--- src/rtl/ppu_pkg.sv ---
// ppu_pkg: shared types for the PPU host-write path.
//   table_e      - target table of a buffered host write
//   wr_entry_t   - one queued write {table, index, data}
//   VACTIVE/VTOTAL - VGA line counts used for the default commit window
package ppu_pkg;

    typedef enum logic [1:0] {
        TBL_ATTR    = 2'd0,
        TBL_COLOR   = 2'd1,
        TBL_PATTERN = 2'd2,
        TBL_SPRITE  = 2'd3
    } table_e;

    typedef struct packed {
        table_e      tbl;
        logic [11:0] addr;
        logic [31:0] data;
    } wr_entry_t;

    localparam int VACTIVE = 480;
    localparam int VTOTAL  = 525;

    // Bus address that clears the window interrupt (when the IRQ is built in).
    localparam logic [15:0] IRQ_CLR_ADDR = 16'hFFFF;

    // Any selector above 2 falls through to the sprite table.
    function automatic table_e decode_table(input logic [3:0] sel);
        case (sel)
            4'h0:    return TBL_ATTR;
            4'h1:    return TBL_COLOR;
            4'h2:    return TBL_PATTERN;
            default: return TBL_SPRITE;
        endcase
    endfunction

    function automatic logic [3:0] table_we(input table_e t);
        return 4'b0001 << t;
    endfunction

endpackage

--- src/rtl/sync_fifo.sv ---
// sync_fifo: single-clock FIFO with combinational (fall-through) read data.
//   push/din   - write an entry when not full (ignored when full)
//   pop/dout   - dout is the head entry; pop advances when not empty
//   full/empty/count - occupancy status, count in 0..DEPTH
// DEPTH must be a power of two so the pointers wrap naturally.
module sync_fifo #(
    parameter int WIDTH = 8,
    parameter int DEPTH = 16
) (
    input  logic                     clk,
    input  logic                     reset_n,
    input  logic                     push,
    input  logic [WIDTH-1:0]         din,
    input  logic                     pop,
    output logic [WIDTH-1:0]         dout,
    output logic                     full,
    output logic                     empty,
    output logic [$clog2(DEPTH):0]   count
);

    localparam int AW = $clog2(DEPTH);
    localparam int CW = AW + 1;

    logic [WIDTH-1:0] mem_q [DEPTH];
    logic [AW-1:0]    wr_ptr_q, wr_ptr_d;
    logic [AW-1:0]    rd_ptr_q, rd_ptr_d;
    logic [CW-1:0]    count_q, count_d;
    logic             push_ok, pop_ok;

    assign full    = (count_q == CW'(DEPTH));
    assign empty   = (count_q == '0);
    assign count   = count_q;
    assign dout    = mem_q[rd_ptr_q];
    assign push_ok = push && !full;
    assign pop_ok  = pop && !empty;

    always_comb begin
        wr_ptr_d = wr_ptr_q;
        rd_ptr_d = rd_ptr_q;
        count_d  = count_q;
        if (push_ok) wr_ptr_d = wr_ptr_q + 1'b1;
        if (pop_ok)  rd_ptr_d = rd_ptr_q + 1'b1;
        case ({push_ok, pop_ok})
            2'b10:   count_d = count_q + 1'b1;
            2'b01:   count_d = count_q - 1'b1;
            default: count_d = count_q;
        endcase
    end

    always_ff @(posedge clk or negedge reset_n) begin
        if (!reset_n) begin
            wr_ptr_q <= '0;
            rd_ptr_q <= '0;
            count_q  <= '0;
        end else begin
            wr_ptr_q <= wr_ptr_d;
            rd_ptr_q <= rd_ptr_d;
            count_q  <= count_d;
        end
    end

    // Storage needs no reset: the pointers define which slots are live.
    always_ff @(posedge clk) begin
        if (push_ok) mem_q[wr_ptr_q] <= din;
    end

endmodule

--- src/rtl/ppu_write_scheduler.sv ---
// ppu_write_scheduler: buffers host writes to the PPU tables and commits
// them only while vcount is inside the blanking window [WIN_FIRST, WIN_LAST].
//   clk, reset_n            - 50 MHz clock, async active-low reset
//   chipselect/write/address/writedata/waitrequest - Avalon slave write port
//   vcount                  - current VGA line
//   mem_we/mem_addr/mem_data - registered table write port (one-hot we)
//   level                   - FIFO occupancy
//   frame_done              - pulse when the queue empties inside a window
//   irq                     - window-open interrupt, present only when
//                             WSCHED_IRQ_EN is defined (cleared by a write
//                             to 0xFFFF, which is then not queued)
module ppu_write_scheduler
    import ppu_pkg::*;
#(
    parameter int DEPTH     = 16,
    parameter int WIN_FIRST = VACTIVE,
    parameter int WIN_LAST  = VTOTAL - 2
) (
    input  logic                    clk,
    input  logic                    reset_n,
    input  logic                    chipselect,
    input  logic                    write,
    input  logic [15:0]             address,
    input  logic [31:0]             writedata,
    output logic                    waitrequest,
    input  logic [9:0]              vcount,
    output logic [3:0]              mem_we,
    output logic [11:0]             mem_addr,
    output logic [31:0]             mem_data,
    output logic [$clog2(DEPTH):0]  level,
    output logic                    frame_done
`ifdef WSCHED_IRQ_EN
    ,
    output logic                    irq
`endif
);

    localparam int EW = $bits(wr_entry_t);

    typedef enum logic [1:0] {ST_WAIT, ST_DRAIN, ST_DONE} state_e;

    state_e           state_q, state_d;
    logic [3:0]       mem_we_q, mem_we_d;
    logic [11:0]      mem_addr_q, mem_addr_d;
    logic [31:0]      mem_data_q, mem_data_d;
    logic             frame_done_q, frame_done_d;

    logic             win, bus_wr, push, pop, full, empty, fifo_last;
    wr_entry_t        push_entry, pop_entry;
    logic [EW-1:0]    fifo_dout;

    assign win    = (vcount >= 10'(WIN_FIRST)) && (vcount <= 10'(WIN_LAST));
    assign bus_wr = chipselect && write;

`ifdef WSCHED_IRQ_EN
    logic irq_q, irq_d, irq_clr, irq_set;
    // The clear address is a control register, not a table write.
    assign irq_clr = bus_wr && !full && (address == IRQ_CLR_ADDR);
    assign push    = bus_wr && !full && (address != IRQ_CLR_ADDR);
    assign irq_set = (state_q == ST_WAIT) && win;
    // Set has priority so a stale clear cannot swallow a new window.
    assign irq_d   = irq_set ? 1'b1 : (irq_clr ? 1'b0 : irq_q);
    assign irq     = irq_q;

    always_ff @(posedge clk or negedge reset_n) begin
        if (!reset_n) irq_q <= 1'b0;
        else          irq_q <= irq_d;
    end
`else
    assign push = bus_wr && !full;
`endif

    assign waitrequest = full;

    assign push_entry = '{tbl: decode_table(address[15:12]),
                          addr: address[11:0],
                          data: writedata};
    assign pop_entry  = wr_entry_t'(fifo_dout);

    // Pops are gated by win so nothing leaves the FIFO once the window closes;
    // an entry popped on the final window cycle still lands one cycle later.
    assign pop = (state_q != ST_WAIT) && win && !empty;

    // Queue is (or will be, after this cycle) empty: the drain is complete.
    assign fifo_last = empty || (pop && !push && (level == 1));

    sync_fifo #(
        .WIDTH (EW),
        .DEPTH (DEPTH)
    ) u_fifo (
        .clk     (clk),
        .reset_n (reset_n),
        .push    (push),
        .din     (push_entry),
        .pop     (pop),
        .dout    (fifo_dout),
        .full    (full),
        .empty   (empty),
        .count   (level)
    );

    always_comb begin
        state_d      = state_q;
        frame_done_d = 1'b0;
        case (state_q)
            ST_WAIT: begin
                if (win) state_d = ST_DRAIN;
            end
            ST_DRAIN: begin
                if (!win) begin
                    state_d = ST_WAIT;
                end else if (fifo_last) begin
                    state_d      = ST_DONE;
                    frame_done_d = 1'b1;
                end
            end
            ST_DONE: begin
                if (!win) state_d = ST_WAIT;
            end
            default: state_d = ST_WAIT;
        endcase
    end

    always_comb begin
        mem_we_d   = 4'b0000;
        mem_addr_d = mem_addr_q;
        mem_data_d = mem_data_q;
        if (pop) begin
            mem_we_d   = table_we(pop_entry.tbl);
            mem_addr_d = pop_entry.addr;
            mem_data_d = pop_entry.data;
        end
    end

    always_ff @(posedge clk or negedge reset_n) begin
        if (!reset_n) begin
            state_q      <= ST_WAIT;
            mem_we_q     <= '0;
            mem_addr_q   <= '0;
            mem_data_q   <= '0;
            frame_done_q <= 1'b0;
        end else begin
            state_q      <= state_d;
            mem_we_q     <= mem_we_d;
            mem_addr_q   <= mem_addr_d;
            mem_data_q   <= mem_data_d;
            frame_done_q <= frame_done_d;
        end
    end

    assign mem_we     = mem_we_q;
    assign mem_addr   = mem_addr_q;
    assign mem_data   = mem_data_q;
    assign frame_done = frame_done_q;

endmodule

--- config.mk ---
export PLATFORM = sky130hd
export DESIGN_NAME = ppu_write_scheduler
export DESIGN_NICKNAME = d
export VERILOG_FILES = /design/src/rtl/ppu_pkg.sv /design/src/rtl/sync_fifo.sv /design/src/rtl/ppu_write_scheduler.sv
export SDC_FILE = /design/constraint.sdc
export NUM_CORES = 1
export LEC_CHECK = 0
export BUFFER_PORTS_ARGS = -buffer_cell sky130_fd_sc_hd__buf_2
export CORE_MARGIN = 2
export CORE_UTILIZATION = 52
export DETAILED_ROUTE_END_ITERATION = 8
export PLACE_DENSITY = 0.69
export SLEW_MARGIN = 20
export SYNTH_ARGS = -nofsm -noshare
export SYNTH_HDL_FRONTEND = slang
export SYNTH_SLANG_ARGS = --single-unit
--- constraint.sdc ---
create_clock -name clk -period 5.75 [get_ports clk]
set_input_delay 0.2875 -clock clk [delete_from_list [all_inputs] [get_ports clk]]
set_output_delay 0.2875 -clock clk [all_outputs]
set_load 0.05 [all_outputs]
==> metrics.md <==
| Metric | Value |
|---|---|
| Highest-delay cell along the critical path | nor2_4 |
| Final number of hold-violating endpoints | 0 |
| Area contributors post-synth | edfxtp_1, mux4_2, dfrtp_1, mux2i_1, mux2_2 |
| Avg Cell Area, Syn | approximately 23 um2 |
| CP required | between 5000 and 6000 ps |
| Largest net degree at the start of global routing | 95 |
| Filler Cells Inserted | between 4000 and 5000 |
| CP Data Arrival Time | about 3800 ps |
| Synth warn | 0 |
| CP Max Fanout | 26 |
| Tcrit/Tclk final | 0.613 |
| Yosys top cell by area | edfxtp_1 |
| Synth top area share | 0.717 |
| VDD IR max | ~0.00024 V |
| Post-CTS Setup Bufs | 0 |
| Worst slew margin | 0.267 |
| Clock Latency Late Sink | roughly 640 ps |
| Layout cells sized above 1 | 0.328 |
| CP endpoint kind | flip-flop |
| Setup TNS | 0 ps |
| Via count | 13800 |
| Residual DRC | 0 |
| Drt pass-1 iters | 5 |
| Drt total wl | approximately 63000 um |
| Crit Path Category | flip-flop to flip-flop |
| End of the worst register-to-register path | u_fifo.mem_q[12][13]$_DFFE_PP_ |
| Worst-path cell chain | inv_1 > ha_1 > or3b_4 > o211a_1 > nand2_1 > nor2_4 > buf_4 |
| Clock Root Buffer | clkbuf_16 |
| Tmin final | between 3000 and 4000 ps |
| First-pass GRT wire length | about 93000 um |
| Gr usage total | 0.210 |
| Clock Sinks | 800 |
| Crit start category | flip-flop |
| FMAX | 0.284 GHz |
| Run status | finished clean |
| Wire per inst | 26.9 um |
| Post-synthesis sequential area ratio | 0.769 |
| FF-to-FF setup slack | around 2200 ps |
| CTS Buf Count | between 80 and 90 |
| Ports | roughly 120 |
| RR Startpoint | u_fifo.count[0]$_DFFE_PN0P_ |
| Core area | roughly 59000 um2 |
| Post-DP HPWL | between 30000 and 40000 um |
| Clock skew | 32.0 ps |
| WP buf/inv | 2 |
| Number of global-route vias before repair | approximately 14000 |
| Final Slew Violations | 0 |
| Clock buffer depth | 3 |
| CTS tree | yes |
| Port bufs | roughly 110 |
| Syn_nets | approximately 1400 |
| CTS clk-pin slew, worst paths | ~60 ps |
| Violation count after the first detailed-route iteration | 1132 |
| Post-Syn Area | 30800 um2 |
| Area grow syn2layout | 13.8% |
| Hold worst-path end | u_fifo.mem_q[10][5]$_DFFE_PP_ |
| #FFs+latches synth | 800 |
| Max incr delay on CP | roughly 780 ps |
| Least-Margin Pin Slew | ~1100 ps |
| Initial core utilization | 0.524 |
| Synth cell types | 39 |
| Vias/cell | 5.91 |
| Top delay family on crit path | simple AND/OR/NAND/NOR gates |
| H-Tree Depth | 3 |
| Commonest non-fill, non-tap cell in the layout | edfxtp_1 |
| Routability Congestion | 0.726 |
| Row count | roughly 90 |
| Hold WC Path Type | input port to flip-flop |
| Die H | about 250 um |
| GRT overflow | 0 |
| Nets@finish | between 1500 and 2000 |
| Leak | around 11 nW |
| Worst Hold Slack | around 26 ps |
| Antenna Nets Post-Route | 0 |
| Setup Viol. Count Final | 0 |
| Initial antenna violation count | 4 |
| Max_cap viols | 0 |
| Die W | 247 um |
| Cell Pwr Density | 365 nW/um2 |
| Syn Inst Count | about 1300 |
| Worst r2r path cells | 7 |
| RSZ-0062 raised after global routing | no |
| Hold Crit Start | writedata[5] |
| Hold path cells | 1 |
| Die area | around 61000 um2 |
| Commonest non-fill, non-tap cells in the layout | edfxtp_1, mux4_2, mux2i_1 |
[worst max-delay path by stage]
stage / depth (start not counted) / startpoint / slack [ps] / to
2_1_floorplan: 7 / u_fifo.count[0]$_DFFE_PN0P_ / 230 / u_fifo.mem_q[3][0]$_DFFE_PP_
3_3_place_gp: 7 / u_fifo.count[0]$_DFFE_PN0P_ / 2210 / u_fifo.mem_q[15][2]$_DFFE_PP_
3_5_place_dp: 7 / u_fifo.count[0]$_DFFE_PN0P_ / 2230 / u_fifo.mem_q[12][1]$_DFFE_PP_
4_1_cts: 7 / u_fifo.count[0]$_DFFE_PN0P_ / 2210 / u_fifo.mem_q[12][13]$_DFFE_PP_
5_1_grt: 7 / u_fifo.count[0]$_DFFE_PN0P_ / 2050 / u_fifo.mem_q[15][4]$_DFFE_PP_
6_report: 7 / u_fifo.count[0]$_DFFE_PN0P_ / 2230 / u_fifo.mem_q[12][13]$_DFFE_PP_
[what timing repair did]
| action | CTS | global route |
|---|---|---|
| resized for setup | 0 | 0 |
| hold endpoints to repair | 64 | 0 |
| hold buffers | 7 | 0 |
[layout make-up]
class,instances,area (um2),share of cell area
Sequential cell,800,23700,0.676
Tap cell,773,967,0.0276
Clock inverter,41,414,0.0118
Clock buffer,110,2150,0.0612
Antenna cell,2,5.00,0.000143
Multi-Input combinational cell,450,6780,0.193
Timing Repair Buffer,156,1000,0.0285
Inverter,8,30.0,0.000856
[kinds of logic after synthesis]
kind of cell / Yosys count / synth area share
mux: 368 / 0.199
flops: 800 / 0.769
compound gates: 11 / 0.00268
buf+inv: 74 / 0.0146
xor+xnor: 11 / 0.00313
simple gates: 51 / 0.00836
fa+ha+maj: 9 / 0.00365
[layer usage]
layer  track usage  share of wire
met5             0        0.00041
met4        0.0609          0.018
met2         0.354           0.51
met1         0.289           0.43
met3        0.0327          0.045
[stage by stage]
| stage | setup WS (ps) | power [mW] | instance area [um2] | instances | util |
|---|---|---|---|---|---|
| CTS | 2210 | 12.9 | 35100 | 2338 | 0.596 |
| finish | 2230 | 12.8 | 35100 | 2340 | 0.596 |
| detailed placement | 2230 | 7.87 | 32400 | 2180 | 0.551 |
| global placement | 2210 | 7.83 | 32400 | 2179 | 0.551 |
| floorplan | 232 | 7.47 | 30800 | 1324 | - |
| global route | 2050 | 13.2 | 35100 | 2339 | 0.596 |
[where the power goes]
part           switching (mW)  internal, mW
sequential              0.133          6.65
combinational           0.647         0.315
clock                    2.17          2.87
[state kept, by name, summed over array words and instances (netlist names)]
signal	count
u_fifo.wr_ptr_q	4
frame_done	1
u_fifo.count	5
mem_we	4
mem_addr	12
u_fifo.mem_q	736
u_fifo.rd_ptr_q	4
state_q	2
mem_data	32
[worst reg2reg max path, stage by stage, from the launching register on]
cell     delay, ps
dfrtp_1        450
inv_1           90
ha_1           240
or3b_4         260
o211a_1        390
nand2_1        310
nor2_4         780
buf_4          620
[Yosys cell counts]
master	instances
nor4_1	1
inv_2	1
and2_1	1
or3_1	2
o22ai_2	1
or3b_4	1
nor2b_1	1
nand3_1	3
buf_4	1
nand4b_1	3
mux2_2	28
nand4_1	2
o21ai_0	2
and3_1	2
buf_2	20
buf_6	19
mux2i_1	136
o2111ai_1	1
ha_1	9
edfxtp_1	736
nand2b_1	2
mux2_1	2
xnor2_1	7
buf_1	10
nor3b_1	1
xor2_1	4
dfrtp_1	64
a211oi_1	2
mux2_4	17
nand2_1	8
a21o_2	1
mux4_2	185
o211a_1	1
a21oi_1	2
a21boi_0	1
nor2_1	17
nor3_1	7
inv_1	7
clkbuf_1	16
(Power assumes the default switching activity.)
